File: src/rtl/vga_bus_pkg.sv
// Shared types and constants for the VGA register-bus initiator.
// Holds the phase-state encoding, VGA register addresses and a helper for phase-timer sizing.
package vga_bus_pkg;

    typedef enum logic [2:0] {
        IDLE     = 3'd0,
        SETUP    = 3'd1,
        STROBE   = 3'd2,
        HOLD     = 3'd3,
        RECOVER  = 3'd4,
        POLL_RD  = 3'd5,
        POLL_CHK = 3'd6
    } state_e;

    localparam logic [3:0] ADDR_STATUS     = 4'd0;
    localparam logic [3:0] ADDR_CTRL       = 4'd2;
    localparam logic [3:0] ADDR_DATA       = 4'd3;
    localparam int         STATUS_BUSY_BIT = 0;

    function automatic int max4(input int a, input int b, input int c, input int d);
        int m;
        m = a;
        if (b > m) m = b;
        if (c > m) m = c;
        if (d > m) m = d;
        return m;
    endfunction

endpackage

File: src/rtl/vga_bus_timer.sv
// Loadable down-counter shared by all bus phases; o_done is high while the count is zero.
// Loading N-1 at phase entry makes the phase last exactly N cycles.
module vga_bus_timer #(
    parameter int W = 4
) (
    input  logic         clk,
    input  logic         nrst,
    input  logic         i_load,
    input  logic [W-1:0] i_value,
    output logic         o_done
);

    logic [W-1:0] r_count;

    always_ff @(posedge clk or negedge nrst) begin
        if (!nrst) begin
            r_count <= '0;
        end else if (i_load) begin
            r_count <= i_value;
        end else if (r_count != '0) begin
            r_count <= r_count - 1'b1;
        end
    end

    assign o_done = (r_count == '0);

endmodule

File: src/rtl/vga_bus_master.sv
// Turns a valid/ready request stream into timed ncs/nwr/nrd cycles on the VGA core's register bus.
// Define VGA_BUS_MASTER_BUSY_POLL_EN to poll the status busy bit before every write to the data register.
module vga_bus_master
    import vga_bus_pkg::*;
#(
    parameter int SETUP_CYC    = 1,
    parameter int STROBE_CYC   = 5,
    parameter int HOLD_CYC     = 1,
    parameter int RECOVERY_CYC = 8,
    parameter int POLL_LIMIT   = 255
) (
    input  logic       clk,
    input  logic       nrst,
    input  logic       req_valid,
    output logic       req_ready,
    input  logic       req_write,
    input  logic [3:0] req_addr,
    input  logic [7:0] req_wdata,
    output logic       rsp_valid,
    output logic [7:0] rsp_rdata,
    output logic       bus_ncs,
    output logic       bus_nwr,
    output logic       bus_nrd,
    output logic [3:0] bus_addr,
    output logic [7:0] bus_dout,
    input  logic [7:0] bus_din,
    output logic       poll_timeout
);

    localparam int PHASE_MAX = max4(SETUP_CYC, STROBE_CYC, HOLD_CYC, RECOVERY_CYC);
    localparam int PHASE_W   = $clog2(PHASE_MAX + 1);

    localparam logic [PHASE_W-1:0] SETUP_LOAD    = PHASE_W'(SETUP_CYC - 1);
    localparam logic [PHASE_W-1:0] STROBE_LOAD   = PHASE_W'(STROBE_CYC - 1);
    localparam logic [PHASE_W-1:0] HOLD_LOAD     = PHASE_W'(HOLD_CYC - 1);
    localparam logic [PHASE_W-1:0] RECOVERY_LOAD = PHASE_W'(RECOVERY_CYC - 1);

    state_e       r_state, w_state_next;
    logic         r_write, w_write_next;
    logic         r_ncs, w_ncs_next;
    logic         r_nwr, w_nwr_next;
    logic         r_nrd, w_nrd_next;
    logic [3:0]   r_bus_addr, w_bus_addr_next;
    logic [7:0]   r_bus_dout, w_bus_dout_next;
    logic         r_rsp_valid, w_rsp_valid_next;
    logic [7:0]   r_rsp_rdata, w_rsp_rdata_next;
    logic         w_load;
    logic [PHASE_W-1:0] w_load_val;
    logic         w_done;
    logic         w_cyc_write;

`ifdef VGA_BUS_MASTER_BUSY_POLL_EN
    localparam int POLL_CNT_W = $clog2(POLL_LIMIT + 1);

    logic [3:0]            r_addr, w_addr_next;
    logic [7:0]            r_wdata, w_wdata_next;
    logic                  r_poll, w_poll_next;
    logic                  r_busy, w_busy_next;
    logic [POLL_CNT_W-1:0] r_busy_cnt, w_busy_cnt_next;
    logic                  r_timeout, w_timeout_next;

    // A poll cycle is always a read, whatever the pending request is.
    assign w_cyc_write  = r_write && !r_poll;
    assign poll_timeout = r_timeout;
`else
    assign w_cyc_write  = r_write;
    assign poll_timeout = 1'b0;
`endif

    vga_bus_timer #(
        .W(PHASE_W)
    ) u_timer (
        .clk    (clk),
        .nrst   (nrst),
        .i_load (w_load),
        .i_value(w_load_val),
        .o_done (w_done)
    );

    always_comb begin
        w_state_next     = r_state;
        w_write_next     = r_write;
        w_ncs_next       = r_ncs;
        w_nwr_next       = r_nwr;
        w_nrd_next       = r_nrd;
        w_bus_addr_next  = r_bus_addr;
        w_bus_dout_next  = r_bus_dout;
        w_rsp_valid_next = 1'b0;
        w_rsp_rdata_next = r_rsp_rdata;
        w_load           = 1'b0;
        w_load_val       = '0;
`ifdef VGA_BUS_MASTER_BUSY_POLL_EN
        w_addr_next      = r_addr;
        w_wdata_next     = r_wdata;
        w_poll_next      = r_poll;
        w_busy_next      = r_busy;
        w_busy_cnt_next  = r_busy_cnt;
        w_timeout_next   = r_timeout;
`endif
        case (r_state)
            IDLE: begin
                if (req_valid) begin
                    w_write_next = req_write;
`ifdef VGA_BUS_MASTER_BUSY_POLL_EN
                    w_addr_next  = req_addr;
                    w_wdata_next = req_wdata;
                    if (req_write && req_addr == ADDR_DATA) begin
                        w_state_next    = POLL_RD;
                        w_busy_cnt_next = '0;
                    end else
`endif
                    begin
                        w_state_next    = SETUP;
                        w_load          = 1'b1;
                        w_load_val      = SETUP_LOAD;
                        w_bus_addr_next = req_addr;
                        if (req_write) w_bus_dout_next = req_wdata;
                    end
                end
            end
            SETUP: begin
                if (w_done) begin
                    w_state_next = STROBE;
                    w_load       = 1'b1;
                    w_load_val   = STROBE_LOAD;
                    w_ncs_next   = 1'b0;
                    if (w_cyc_write) w_nwr_next = 1'b0;
                    else             w_nrd_next = 1'b0;
                end
            end
            STROBE: begin
                // Read data is taken on the edge that releases the strobes.
                if (w_done) begin
                    w_state_next = HOLD;
                    w_load       = 1'b1;
                    w_load_val   = HOLD_LOAD;
                    w_ncs_next   = 1'b1;
                    w_nwr_next   = 1'b1;
                    w_nrd_next   = 1'b1;
                    if (!w_cyc_write) begin
`ifdef VGA_BUS_MASTER_BUSY_POLL_EN
                        if (r_poll) begin
                            w_busy_next = bus_din[STATUS_BUSY_BIT];
                        end else
`endif
                        begin
                            w_rsp_rdata_next = bus_din;
                            w_rsp_valid_next = 1'b1;
                        end
                    end
                end
            end
            HOLD: begin
                if (w_done) begin
                    w_state_next = RECOVER;
                    w_load       = 1'b1;
                    w_load_val   = RECOVERY_LOAD;
                end
            end
            RECOVER: begin
                if (w_done) begin
`ifdef VGA_BUS_MASTER_BUSY_POLL_EN
                    w_state_next = r_poll ? POLL_CHK : IDLE;
`else
                    w_state_next = IDLE;
`endif
                end
            end
`ifdef VGA_BUS_MASTER_BUSY_POLL_EN
            POLL_RD: begin
                w_state_next    = SETUP;
                w_load          = 1'b1;
                w_load_val      = SETUP_LOAD;
                w_bus_addr_next = ADDR_STATUS;
                w_poll_next     = 1'b1;
            end
            POLL_CHK: begin
                if (r_busy && (int'(r_busy_cnt) + 1 < POLL_LIMIT)) begin
                    w_busy_cnt_next = r_busy_cnt + 1'b1;
                    w_state_next    = POLL_RD;
                end else begin
                    if (r_busy) w_timeout_next = 1'b1;
                    w_poll_next     = 1'b0;
                    w_bus_addr_next = r_addr;
                    w_bus_dout_next = r_wdata;
                    w_state_next    = SETUP;
                    w_load          = 1'b1;
                    w_load_val      = SETUP_LOAD;
                end
            end
`endif
            default: w_state_next = IDLE;
        endcase
    end

    always_ff @(posedge clk or negedge nrst) begin
        if (!nrst) begin
            r_state     <= IDLE;
            r_write     <= 1'b0;
            r_ncs       <= 1'b1;
            r_nwr       <= 1'b1;
            r_nrd       <= 1'b1;
            r_bus_addr  <= '0;
            r_bus_dout  <= '0;
            r_rsp_valid <= 1'b0;
            r_rsp_rdata <= '0;
`ifdef VGA_BUS_MASTER_BUSY_POLL_EN
            r_addr      <= '0;
            r_wdata     <= '0;
            r_poll      <= 1'b0;
            r_busy      <= 1'b0;
            r_busy_cnt  <= '0;
            r_timeout   <= 1'b0;
`endif
        end else begin
            r_state     <= w_state_next;
            r_write     <= w_write_next;
            r_ncs       <= w_ncs_next;
            r_nwr       <= w_nwr_next;
            r_nrd       <= w_nrd_next;
            r_bus_addr  <= w_bus_addr_next;
            r_bus_dout  <= w_bus_dout_next;
            r_rsp_valid <= w_rsp_valid_next;
            r_rsp_rdata <= w_rsp_rdata_next;
`ifdef VGA_BUS_MASTER_BUSY_POLL_EN
            r_addr      <= w_addr_next;
            r_wdata     <= w_wdata_next;
            r_poll      <= w_poll_next;
            r_busy      <= w_busy_next;
            r_busy_cnt  <= w_busy_cnt_next;
            r_timeout   <= w_timeout_next;
`endif
        end
    end

    assign req_ready = (r_state == IDLE);
    assign rsp_valid = r_rsp_valid;
    assign rsp_rdata = r_rsp_rdata;
    assign bus_ncs   = r_ncs;
    assign bus_nwr   = r_nwr;
    assign bus_nrd   = r_nrd;
    assign bus_addr  = r_bus_addr;
    assign bus_dout  = r_bus_dout;

endmodule

File: config.mk
export PLATFORM = sky130hd
export DESIGN_NAME = vga_bus_master
export DESIGN_NICKNAME = d
export VERILOG_FILES = /design/src/rtl/vga_bus_pkg.sv /design/src/rtl/vga_bus_timer.sv /design/src/rtl/vga_bus_master.sv
export SDC_FILE = /design/constraint.sdc
export NUM_CORES = 1
export LEC_CHECK = 0
export ABC_AREA = 1
export BUFFER_PORTS_ARGS = -buffer_cell sky130_fd_sc_hd__buf_2
export CAP_MARGIN = 25
export CELL_PAD_IN_SITES_DETAIL_PLACEMENT = 1
export CELL_PAD_IN_SITES_GLOBAL_PLACEMENT = 1
export CORE_UTILIZATION = 36
export DETAILED_ROUTE_END_ITERATION = 8
export MAX_ROUTING_LAYER = met4
export PLACE_DENSITY_LB_ADDON = 0.08
export SETUP_SLACK_MARGIN = 0.1
export SLEW_MARGIN = 20
export SYNTH_ARGS = -nofsm -noshare
export SYNTH_HDL_FRONTEND = slang
export SYNTH_SLANG_ARGS = --single-unit
File: constraint.sdc
create_clock -name clk -period 1.6 [get_ports clk]
set_input_delay 0.08 -clock clk [delete_from_list [all_inputs] [get_ports clk]]
set_output_delay 0.08 -clock clk [all_outputs]
set_load 0.005 [all_outputs]
# Yosys cells after proc, flatten, opt, wreduce, memory -nomap -nowiden
# Cells that the tools add are included.
dict set report word_totals {
  inputBits 24
  register_bits 32
  elab_cells 62
  output_inout_bits 26
}
dict set report op_classes {
  eq_ne 11
  addsub 1
  muxes 26
  bitwise 1
  reduce_logical 13
}
# cell count
set op_table {}
lappend op_table {{2-to-1 mux 3 bit} 7}
lappend op_table {{case mux 3 bit (5 select lines)} 1}
lappend op_table {{2-to-1 mux 1 bit} 11}
lappend op_table {{AND reduction 3 bit} 3}
lappend op_table {{2-to-1 mux 4 bit} 2}
lappend op_table {{!= test 2 x 1 -> 1 bit (second input constant)} 4}
lappend op_table {{case mux 1 bit (2 select lines)} 4}
lappend op_table {{AND reduction 4 bit} 2}
lappend op_table {{== test 3 x 2 -> 1 bit (second input constant)} 2}
lappend op_table {{!= test 2 bit (second input constant)} 3}
lappend op_table {{case mux 3 bit (2 select lines)} 1}
lappend op_table {{AND reduction 5 bit} 1}
lappend op_table {{zero test 4 bit} 1}
lappend op_table {{nonzero test 2 bit} 2}
lappend op_table {{nonzero test 4 bit} 1}
lappend op_table {{subtractor 4 x 1 -> 4 bit (second input constant)} 1}
lappend op_table {{== test 3 x 1 -> 1 bit (second input constant)} 1}
lappend op_table {{== test 3 bit (second input constant)} 1}
lappend op_table {{zero test 3 bit} 1}
lappend op_table {{OR reduction 3 bit} 1}
lappend op_table {{AND reduction 2 bit} 1}
lappend op_table {{NOT 1 bit} 1}

# Logic depth before layout (Yosys ltp)
# Gate-level depths: netlist (run 1).
dict set report depth {
  word_depth 4
  mapped_depth 9
  depth_no_buf 8
}

# Cells and area by module
# A second synthesis (run 1) with hierarchy kept.
dict set report unflattened {
  hier_cells 170
  area_unflattened_um2 1435.1
}
# mod seq_area_each_um2 area_per_inst_um2 cells_each instances
set by_module_without_submodules {}
lappend by_module_without_submodules {vga_bus_master 704.4 1192.4 136 1}
lappend by_module_without_submodules {vga_bus_timer 100.1 242.7 34 1}

# Worst setup path after synthesis (run 1)
# Ideal clock, no wire load.
dict set report synth_path {
  path_type {reg2reg}
  startpoint {register u_timer.r_count[0]}
  endpoint {register r_rsp_rdata[0], in the netlist rsp_rdata[0]}
  stages_incl_launch_ff 9
  setup_slack_ns 0.160
  t_required_ns 1.477
  synth_period_minus_slack_ns 1.440
  arrival_ns 1.317
  path_buffers 1
  setup_time_ns 0.123
  cell_sequence {dfrtp_1 inv_1 ha_1 nand2_1 nor2_4 nand3_2 buf_6 o21ai_0 nand2_1}
}
dict set report synth_via {
  elab_chain_cells 2
}
# item line_no
set synth_lines {}
lappend synth_lines {{start: declaration} vga_bus_timer.sv:13} ;# logic [W-1:0] r_count;
lappend synth_lines {{start signal: assignment} vga_bus_timer.sv:19} ;# r_count <= i_value;
lappend synth_lines {{start signal: assignment} vga_bus_timer.sv:21} ;# r_count <= r_count - 1'b1;
lappend synth_lines {{zero test 4 bit} vga_bus_timer.sv:25} ;# assign o_done = (r_count == '0);
lappend synth_lines {{AND reduction 3 bit (no source line)} n/a}
lappend synth_lines {{end signal: assignment} vga_bus_master.sv:224} ;# r_rsp_rdata <= w_rsp_rdata_next;
lappend synth_lines {{end: declaration} vga_bus_master.sv:46} ;# logic [7:0] r_rsp_rdata, w_rsp_rdata_next;
# Every way passes these cells.
# A chain may end at the register's enable or synchronous reset.

# Final worst setup path (run 1)
dict set report layout_path {
  startpoint {register u_timer.r_count[0]}
  endpoint {register u_timer.r_count[1]}
}
dict set report layout_via {
  elab_chain_cells 4
  word_cells_on_any_way 10
  cone_classes {1 x add/sub; 6 x mux; 3 x reduce/logical}
}
# item
set layout_lines {}
lappend layout_lines {{branches (longest 4 deep; another with subtractor 4 x 1 -> 4 bit)}}
# Several ways; the timed one is not identified. The select of a mux whose other input is x is not followed.

==> impl_metrics.csv, run 1 <==
group,metric,value,unit
power,max-vdd-ir-drop,779,uV
final_layout,num-nets-final,257,
routing,drt_first_iter_violations,45,
sta,relative_max_transition_margin,52.3,%
cts,clock_latency,290,ps
setup_path,r2r_end,"u_timer.r_count[1]$_DFFE_PN0P_",
global_route,antenna_found_initial,0,
sta,finalCriticalPeriod,1490,ps
final_layout,stdcell_count,281,
setup_path,r2r-start,"u_timer.r_count[0]$_DFFE_PN0P_",
setup_path,worst_ep_required_time,1820,ps
yosys,seq_area_frac_synth,55.1,%
floorplan,dieWidth,65.7,um
global_route,gr-usage-all-layers,20.7,%
setup_path,cp_max_fo,5,
sta,setup_slack,113,ps
routing,firstDrtPassIters,4,
placement,post-place-ws,-69.6,ps
routing,drc,0,
setup_path,critical_path.cell_chain,"inv_2 > ha_4 > nand2_4 > nor2_4 > buf_6 > nand3_4 > nand2_2 > inv_2 > a21oi_2",
final_layout,diodes,0,
hold_path,worst_hold_path.num_cells,3,
sta,setup_viol,0,
setup_path,timing.reg2reg.setup_slack,110,ps
placement,detailedPlacementHpwl,2.58,mm
yosys,synth_top_family_by_area,"simple AND/OR/NAND/NOR gates",
power,pnr_total_power,4.05,mW
yosys,ys_seq_elements,32,
yosys,synth_adder_area_share,0.856,%
hold_path,min_to,"bus_dout[1]$_DFFE_PN0P_",
yosys,yosys.area_share.xor_xnor,1.20,%
sta,fmax,673,MHz
cts,cts_tree,"yes",
setup_path,max_incr_delay_on_cp,390,ps
placement,port_buffers,48,
cts,cts.path.max_buffers,2,
global_route,wire_length_of_the_first_global_routing_pass,6.29,mm
floorplan,fp.dieH,65.7,um
final_layout,utilization,55.5,%
power,leakagePower,1.06,nW
routing,routedWlPerCell,14.6,um
yosys,synth_area_per_cell,9.25,um2
floorplan,initial_core_util,38.8,%
final_layout,layout_cells_sized_above_1,42.5,%
setup_path,critical-path-slowest-cell,"sky130_fd_sc_hd__dfrtp_1",
yosys,mappedNetlistArea,1460,um2
sta,worst-slew-pin-transition,715,ps
outcome,outcome,"complete, no violations",
sta,post-route-period-util,92.9,%
floorplan,coreArea,3770,um2
yosys,synth_compound_area_share,9.25,%
global_route,grt_start_max_net_pins,33,
sta,fin_worst_skew,6.92,ps
global_route,overflow_left_after_global_routing,0,
cts,cts-buffers-inserted,5,
job,cap_violations,0,
yosys,yosysWarnings,0,
cts,ctsRootBufferMaster,"sky130_fd_sc_hd__clkbuf_8",
yosys,number_of_cells_produced_by_synthesis,158,
routing,number_of_nets_with_antenna_violations_after_detailed_routing,0,
routing,num_vias,1374,
yosys,syn_nets,183,
setup_path,reg2reg_depth,9,
placement,post-place-cells,251,
routing,detail_route.wirelength,4.10,mm
cts,clk_pin_slew_worst_paths,70,ps
setup_path,timing.critical_path.from_type,"flip-flop",
sta,timing.final.hold_violations,0,
sta,final_max_slew_viol_count,0,
floorplan,dieArea,4320,um2
global_route,first_global_vias,1370,
power,power-per-cell-area,1930,nW/um2
floorplan,floorplan.io_pins,50,
cts,clock-sinks,32,
placement,gp_congestion,0.766,
hold_path,worstHoldPathType,"input port to flip-flop",
sta,rsz_0062_raised_after_global_routing,"yes",
yosys,yosys-mux-area-fraction,4.11,%
yosys,synth_simple_gate_area_share,23.1,%
setup_path,critPathKind,"flip-flop to flip-flop",
floorplan,floorplan.rows,22,
setup_path,critPathCaptureType,"flip-flop",
setup_path,path_common_cell,"sky130_fd_sc_hd__inv_2",
cts,clock_tree.htree_level_count,2,
setup_path,cp.arrival,1700,ps
final_layout,syn2layout_area_growth,43.3,%
hold_path,min_from,"req_wdata[1]",
routing,via_to_cell_ratio,4.89,
yosys,netlist-cell-type-count,24,
sta,setup_total_negative_slack,0,ps
-- power breakdown --
group	leakage (nW)	total, mW	internal [mW]	switching, mW
Combinational	0.641	1.92	0.897	1.02
Clock	0.0422	0.599	0.305	0.294
Sequential	0.382	1.53	1.22	0.313
Total	1.06	4.05	2.42	1.63
-- sequential cells by signal (all words and copies together), names as in the netlist --
register,count
bus_dout,8
bus_nrd,1
u_timer.r_count,4
bus_ncs,1
bus_nwr,1
rsp_valid,1
r_write,1
bus_addr,4
r_state,3
rsp_rdata,8
-- Yosys cell counts --
cell type                  instances  area [um2]
sky130_fd_sc_hd__inv_1            11        41.3
sky130_fd_sc_hd__clkbuf_1          2        7.51
sky130_fd_sc_hd__nor2_2            1        6.26
sky130_fd_sc_hd__dfrtp_1          29         726
sky130_fd_sc_hd__a21oi_1           2        10.0
sky130_fd_sc_hd__o21ai_0          21         105
sky130_fd_sc_hd__a21boi_0          1        7.51
sky130_fd_sc_hd__nand4_1           1        6.26
sky130_fd_sc_hd__buf_6             2        22.5
sky130_fd_sc_hd__nand3_1           9        45.0
sky130_fd_sc_hd__xor2_1            2        17.5
sky130_fd_sc_hd__nor2_1            5        18.8
sky130_fd_sc_hd__nor3_1            1        5.00
sky130_fd_sc_hd__o211ai_1          1        7.51
sky130_fd_sc_hd__conb_1            1        3.75
sky130_fd_sc_hd__nand3_2           2        20.0
sky130_fd_sc_hd__mux2_4            4        60.1
sky130_fd_sc_hd__buf_4             2        15.0
sky130_fd_sc_hd__ha_1              1        12.5
sky130_fd_sc_hd__o21ai_1           1        5.00
sky130_fd_sc_hd__nand2_1          51         191
sky130_fd_sc_hd__nor2_4            4        45.0
sky130_fd_sc_hd__inv_2             1        3.75
sky130_fd_sc_hd__dfstp_2           3        78.8
-- critical path, delay by kind of cell (launching register included) --
family / cells / cell delay [ps]
AO/OA/AOI/OAI: 1 / 110
adder cells (fa/ha/maj): 1 / 160
buffers and inverters: 3 / 310
flip-flops: 1 / 390
AND/OR/NAND/NOR: 4 / 420
-- worst max path at each step --
| stage | slack, ps | end | startpoint | depth (start not counted) |
|---|---|---|---|---|
| detailed placement | -70 | rsp_rdata[0]$_DFFE_PN0P_ | u_timer.r_count[0]$_DFFE_PN0P_ | 8 |
| floorplan | 160 | rsp_rdata[0]$_DFFE_PN0P_ | u_timer.r_count[0]$_DFFE_PN0P_ | 8 |
| CTS | 120 | u_timer.r_count[0]$_DFFE_PN0P_ | u_timer.r_count[0]$_DFFE_PN0P_ | 9 |
| finish | 110 | u_timer.r_count[1]$_DFFE_PN0P_ | u_timer.r_count[0]$_DFFE_PN0P_ | 9 |
| global placement | 90 | rsp_rdata[3]$_DFFE_PN0P_ | u_timer.r_count[0]$_DFFE_PN0P_ | 8 |
| global route | 30 | u_timer.r_count[1]$_DFFE_PN0P_ | u_timer.r_count[0]$_DFFE_PN0P_ | 9 |
-- through the flow --
step	hold slack [ps]	cell area (um2)
6_report	3.51	2090
5_1_grt	9.01	2090
4_1_cts	0.907	1970
3_5_place_dp	177	1740
3_3_place_gp	173	1740
2_1_floorplan	-216	1460
-- layer usage --
metal / GRT usage, % / vias up / wire [um]
met5: - / - / 0
met4: 9.78 / 0 / 94
met3: 5.73 / 10 / 154
met2: 34.2 / 32 / 2070
met1: 22.9 / 673 / 1770
li1: - / 659 / -
-- area by class of cell --
| cell class | instances | area [um2] |
|---|---|---|
| tap | 48 | 60.1 |
| multi-input combinational | 110 | 657 |
| sequential | 32 | 807 |
| clock inverter | 1 | 5.00 |
| clock buffer | 7 | 76.3 |
| timing repair buffer | 71 | 444 |
| inverter | 12 | 45.0 |
| fill | 459 | 1680 |
-- placed cells by master, fill, tap and decap left out, drive strengths merged --
| master | instances |
|---|---|
| nand2 | 51 |
| inv | 12 |
| dfstp | 3 |
| ha | 1 |
| a21boi | 1 |
| nor2 | 11 |
| conb | 1 |
| a21oi | 2 |
| clkinv | 1 |
| mux2 | 4 |
| buf | 60 |
| xor2 | 2 |
| o211ai | 1 |
| clkbuf | 7 |
| dfrtp | 29 |
| nand3 | 12 |
| dlygate4sd3 | 11 |
| nor3 | 1 |
| o21ai | 22 |
| nand4 | 1 |
-- what timing repair did --
item,in CTS,in global routing
resized for setup,4,27
buffers inserted,1,8
hold endpoints to repair,39,0
cloned,1,1
hold buffers,11,0
pin swaps,2,13
endpoints found under the setup margin,12,19
-- cells by family after synthesis --
family / after synthesis
compound gates: 26
xor+xnor: 2
fa+ha+maj: 1
buf+inv: 18
flops: 32
mux: 4
other cells: 1
simple gates: 74
Power figures use the tool's default switching activity.
==> run 2, diff against run 1 <==
- REMOVE_ABC_BUFFERS: unset -> 1
==> run 2 against run 1 <==
  * Sequential power about the same
  * Maximum frequency up 2.2%
  * Critical path depth down 3
  * Non-clock buffer count up 1
  * Register-to-register slack better by 30 ps
  * Global-route usage up 1.9 points
  * Setup slack better by 31 ps
  * Critical path type unchanged
  * Critical endpoint unchanged
==> impl_metrics.csv, run 2 (synthesis gave the netlist of run 1 again) <==
group,metric,value,unit
outcome,outcome,"complete, no violations",
routing,drt_first_iter_violations,78,
power,leakagePower,1.08,nW
placement,detailedPlacementHpwl,2.76,mm
placement,post-place-cells,252,
routing,number_of_nets_with_antenna_violations_after_detailed_routing,0,
cts,clock-sinks,32,
final_layout,num-nets-final,258,
cts,cts_tree,"yes",
setup_path,cp_max_fo,5,
job,cap_violations,0,
final_layout,fill_cells,433,
hold_path,worstHoldPathType,"input port to flip-flop",
routing,firstDrtPassIters,4,
floorplan,floorplan.io_pins,50,
cts,ctsRootBufferMaster,"sky130_fd_sc_hd__clkbuf_8",
final_layout,layout_cells_sized_above_1,39.7,%
sta,setup_total_negative_slack,0,ps
placement,gp_congestion,0.774,
power,power-per-cell-area,1910,nW/um2
cts,clock_tree.htree_level_count,2,
global_route,gr-usage-all-layers,22.6,%
global_route,wire_length_of_the_first_global_routing_pass,6.84,mm
global_route,overflow_left_after_global_routing,0,
routing,detail_route.wirelength,4.30,mm
sta,post-route-period-util,91.0,%
sta,rsz_0062_raised_after_global_routing,"no",
global_route,grt_start_max_net_pins,33,
final_layout,final_cell_mix,"48 x sky130_fd_sc_hd__nand2_1, 48 x sky130_fd_sc_hd__buf_2, 27 x sky130_fd_sc_hd__dfrtp_1, 17 x sky130_fd_sc_hd__o21ai_0, 15 x sky130_fd_sc_hd__dlygate4sd3_1",
setup_path,timing.critical_path.from_type,"flip-flop",
final_layout,diodes,0,
cts,cts-buffers-inserted,5,
power,max-vdd-ir-drop,754,uV
final_layout,multi_input_area,652,um2
routing,drc,0,
sta,setup_viol,0,
final_layout,final_area,2140,um2
global_route,first_global_vias,1490,
placement,port_buffers,48,
sta,worst-slew-pin-transition,721,ps
setup_path,critPathKind,"flip-flop to flip-flop",
floorplan,fp.dieH,65.7,um
cts,clock_latency,280,ps
routing,num_vias,1403,
sta,final_max_slew_viol_count,0,
floorplan,initial_core_util,38.8,%
sta,fmax,687,MHz
routing,via_to_cell_ratio,4.98,
setup_path,reg2reg_depth,6,
floorplan,dieWidth,65.7,um
cts,cts.path.max_buffers,2,
sta,whs,12.9,ps
setup_path,critPathCaptureType,"flip-flop",
floorplan,floorplan.rows,22,
final_layout,stdcell_count,282,
cts,clk_pin_slew_worst_paths,70,ps
routing,routedWlPerCell,15.3,um
hold_path,worst_hold_path.num_cells,3,
sta,relative_max_transition_margin,51.9,%
floorplan,dieArea,4320,um2
global_route,antenna_found_initial,0,
sta,fin_worst_skew,3.77,ps
power,pnr_total_power,4.09,mW
sta,finalCriticalPeriod,1460,ps
final_layout,layout.area.seq,807,um2
setup_path,cp.arrival,1660,ps
placement,post_dp_cell_area,1760,um2
setup_path,worst_ep_required_time,1800,ps
setup_path,timing.reg2reg.setup_slack,140,ps
sta,timing.final.hold_violations,0,
final_layout,syn2layout_area_growth,46.4,%
floorplan,coreArea,3770,um2
[run 2: cell types whose count changed in the layout (fill, tap and decap cells not counted), moves of 2 or more]
cell	delta
sky130_fd_sc_hd__nand2_1	+2
sky130_fd_sc_hd__buf_4	-4
sky130_fd_sc_hd__buf_12	+2
sky130_fd_sc_hd__a21oi_2	-2
sky130_fd_sc_hd__dlygate4sd3_1	+4
sky130_fd_sc_hd__a21oi_1	+2
sky130_fd_sc_hd__clkbuf_1	-2
sky130_fd_sc_hd__o21ai_1	-3
sky130_fd_sc_hd__o21ai_0	+3
[run 2: layout make-up]
| type | count | area share, % |
|---|---|---|
| Clock inverter | 2 | 0.468 |
| Inverter | 12 | 2.11 |
| Sequential cell | 32 | 37.7 |
| Tap cell | 48 | 2.81 |
| Multi-Input combinational cell | 110 | 30.5 |
| Clock buffer | 6 | 3.86 |
| Timing Repair Buffer | 72 | 22.6 |
[run 2: critical path, stage by stage, from the launching register on]
cell and delay [ps]:
sky130_fd_sc_hd__dfrtp_2 450, sky130_fd_sc_hd__buf_4 190, sky130_fd_sc_hd__o21ai_2 200, sky130_fd_sc_hd__inv_1 70, sky130_fd_sc_hd__nand2_1 130, sky130_fd_sc_hd__nand3_1 140, sky130_fd_sc_hd__a21oi_1 200
[run 2: report_power, final]
part / total, mW / internal [mW] / switching, mW
Sequential: 1.53 / 1.22 / 0.309
Clock: 0.651 / 0.343 / 0.308
Combinational: 1.91 / 0.880 / 1.03
[run 2: metrics by stage]
stage               util [%]  worst slack (ps)
floorplan                  -               181
global placement        46.6              54.3
detailed placement      46.6             -48.9
CTS                     55.7               114
global route            56.7              95.3
finish                  56.7               145
[run 2: worst paths after layout]
kind,startpoint,end
setup / recovery,r_state[1]$_DFFE_PN0P_,u_timer.r_count[1]$_DFFE_PN0P_
min in group asynchronous,nrst,r_state[2]$_DFFE_PN0P_
max in group asynchronous,nrst,r_state[1]$_DFFE_PN0P_
hold / removal,req_wdata[7],bus_dout[7]$_DFFE_PN0P_
hold reg to reg,bus_nrd$_DFFE_PN1P_,bus_nrd$_DFFE_PN1P_
setup reg to reg,r_state[1]$_DFFE_PN0P_,u_timer.r_count[1]$_DFFE_PN0P_
[run 2: per-layer routing]
metal,part of all wire (%),vias to the layer above,global-route usage [%]
li1,-,660,-
met4,4.2,0,12.5
met5,0,-,-
met2,53,36,38.6
met1,40,692,24.6
met3,2.8,15,3.82
[run 2: timing repair]
item,4_1_cts,5_1_grt
endpoints found under the setup margin,14,24
pin swaps,4,3
setup buffers,4,1
cloned,2,0
hold buffers,15,0
gates resized for setup,11,11
endpoints found under the hold margin,43,0
==> run 3, diff against run 2 <==
- clock period: 1.6 -> 1.5 ns (I/O delays scaled with it)
==> run 3 against run 2 <==
  * Cell count increased by 3.5%
  * Critical endpoint is now rsp_rdata[3]$_DFFE_PN0P_
  * Cell area rose by 3.7%
  * Hold slack got worse by 8.0 ps
==> impl_metrics.csv, run 3 (synthesis gave the netlist of run 1 again) <==
group,metric,value,unit
routing,drt_first_iter_violations,56,
placement,port_buffers,48,
floorplan,floorplan.io_pins,50,
global_route,antenna_found_initial,0,
power,power-per-cell-area,2090,nW/um2
floorplan,dieArea,4320,um2
sta,finalCriticalPeriod,1420,ps
cts,ctsRootBufferMaster,"sky130_fd_sc_hd__clkbuf_8",
setup_path,timing.reg2reg.setup_slack,80,ps
final_layout,final_cell_mix,"48 x sky130_fd_sc_hd__buf_2, 46 x sky130_fd_sc_hd__nand2_1, 26 x sky130_fd_sc_hd__dfrtp_1, 17 x sky130_fd_sc_hd__buf_4, 14 x sky130_fd_sc_hd__dlygate4sd3_1",
cts,cts.path.max_buffers,2,
global_route,wire_length_of_the_first_global_routing_pass,6.77,mm
placement,gp_congestion,0.892,
floorplan,coreArea,3770,um2
sta,final_max_slew_viol_count,0,
global_route,overflow_left_after_global_routing,0,
final_layout,utilization,58.8,%
sta,fin_worst_skew,8.14,ps
final_layout,layout_commonest_cell,"sky130_fd_sc_hd__buf_2",
placement,post-place-ws,-75.4,ps
sta,setup_slack,80.9,ps
placement,post-place-cells,256,
setup_path,cp.arrival,1590,ps
job,cap_violations,0,
routing,detail_route.wirelength,4.18,mm
setup_path,critPathCaptureType,"flip-flop",
setup_path,cp_max_fo,5,
cts,clk_pin_slew_worst_paths,70,ps
cts,clock-sinks,32,
final_layout,stdcell_count,292,
power,max-vdd-ir-drop,854,uV
final_layout,layout_cells_sized_above_1,43.9,%
power,leakagePower,1.14,nW
cts,clock_latency,280,ps
routing,via_to_cell_ratio,4.72,
routing,number_of_nets_with_antenna_violations_after_detailed_routing,0,
placement,detailedPlacementHpwl,2.65,mm
global_route,gr-usage-all-layers,21.6,%
routing,routedWlPerCell,14.3,um
cts,clock_tree.htree_level_count,2,
global_route,first_global_vias,1496,
cts,cts-buffers-inserted,5,
sta,setup_viol,0,
floorplan,initial_core_util,38.8,%
floorplan,fp.dieH,65.7,um
sta,rsz_0062_raised_after_global_routing,"yes",
routing,firstDrtPassIters,2,
setup_path,timing.critical_path.from_type,"flip-flop",
routing,num_vias,1378,
setup_path,critPathKind,"flip-flop to flip-flop",
outcome,outcome,"complete, no violations",
sta,worst-slew-pin-transition,703,ps
floorplan,dieWidth,65.7,um
final_layout,final_area,2220,um2
final_layout,diodes,0,
sta,timing.final.hold_violations,0,
sta,post-route-period-util,94.6,%
sta,whs,4.91,ps
final_layout,syn2layout_area_growth,51.8,%
hold_path,worstHoldPathType,"input port to flip-flop",
routing,drc,0,
global_route,grt_start_max_net_pins,33,
placement,post_dp_cell_area,1780,um2
floorplan,floorplan.rows,22,
sta,relative_max_transition_margin,53.2,%
final_layout,num-nets-final,268,
setup_path,worst_ep_required_time,1670,ps
cts,cts_tree,"yes",
sta,fmax,705,MHz
run 3: through the flow:
step           total power, mW  setup TNS (ps)
2_1_floorplan             2.49               0
3_3_place_gp              3.18               0
3_5_place_dp              3.27            -402
4_1_cts                   4.38               0
5_1_grt                   5.01           -37.6
6_report                  4.64               0
run 3: per-layer routing:
metal	track usage, %	up-vias	wire (um)	part of all wire, %
met5	-	-	0	0
met4	5.98	0	49	1.2
met3	4.86	7	137	3.3
met2	36.4	29	2180	52
met1	25.8	661	1820	43
li1	-	681	-	-
run 3: layout make-up:
cell class	instances	area (um2)
fillers	437	1550
well taps	48	60.1
repair buffers	82	542
clock buffers	6	72.6
inverters	12	45.0
multi-input cells	110	656
flip-flops and latches	32	808
clock inverters	2	35.0
run 3: worst paths after layout:
path                                           startpoint                              to  cells past startpoint
max                        u_timer.r_count[0]$_DFFE_PN0P_        rsp_rdata[3]$_DFFE_PN0P_                      8
min in group asynchronous                            nrst  u_timer.r_count[3]$_DFFE_PN0P_                      2
max reg2reg                u_timer.r_count[0]$_DFFE_PN0P_        rsp_rdata[3]$_DFFE_PN0P_                      8
min reg2reg                           bus_nrd$_DFFE_PN1P_             bus_nrd$_DFFE_PN1P_                      2
max in group asynchronous                            nrst          r_state[0]$_DFFE_PN0P_                      2
min                                          req_wdata[4]         bus_dout[4]$_DFFE_PN0P_                      3
run 3: what timing repair did:
action,4_1_cts,5_1_grt
hold buffers,14,0
endpoints found under the hold margin,42,0
gates resized for setup,10,24
setup endpoints to repair,24,29
setup buffers,5,7
pin swaps,9,9
gates cloned,2,0
run 3: where the power goes:
group | leakage [nW] | switching [mW] | internal, mW | total [mW]
clock | 0.0552 | 0.327 | 0.493 | 0.820
sequential | 0.380 | 0.321 | 1.30 | 1.62
combinational | 0.700 | 1.12 | 1.08 | 2.20
run 3: critical path, stage by stage (launching register included):
cell	delay, ps
sky130_fd_sc_hd__dfrtp_1	390
sky130_fd_sc_hd__inv_2	90
sky130_fd_sc_hd__ha_4	150
sky130_fd_sc_hd__nand2_4	50
sky130_fd_sc_hd__nor2_4	150
sky130_fd_sc_hd__buf_4	160
sky130_fd_sc_hd__nand3_4	100
sky130_fd_sc_hd__o21ai_0	160
sky130_fd_sc_hd__nand2_1	60
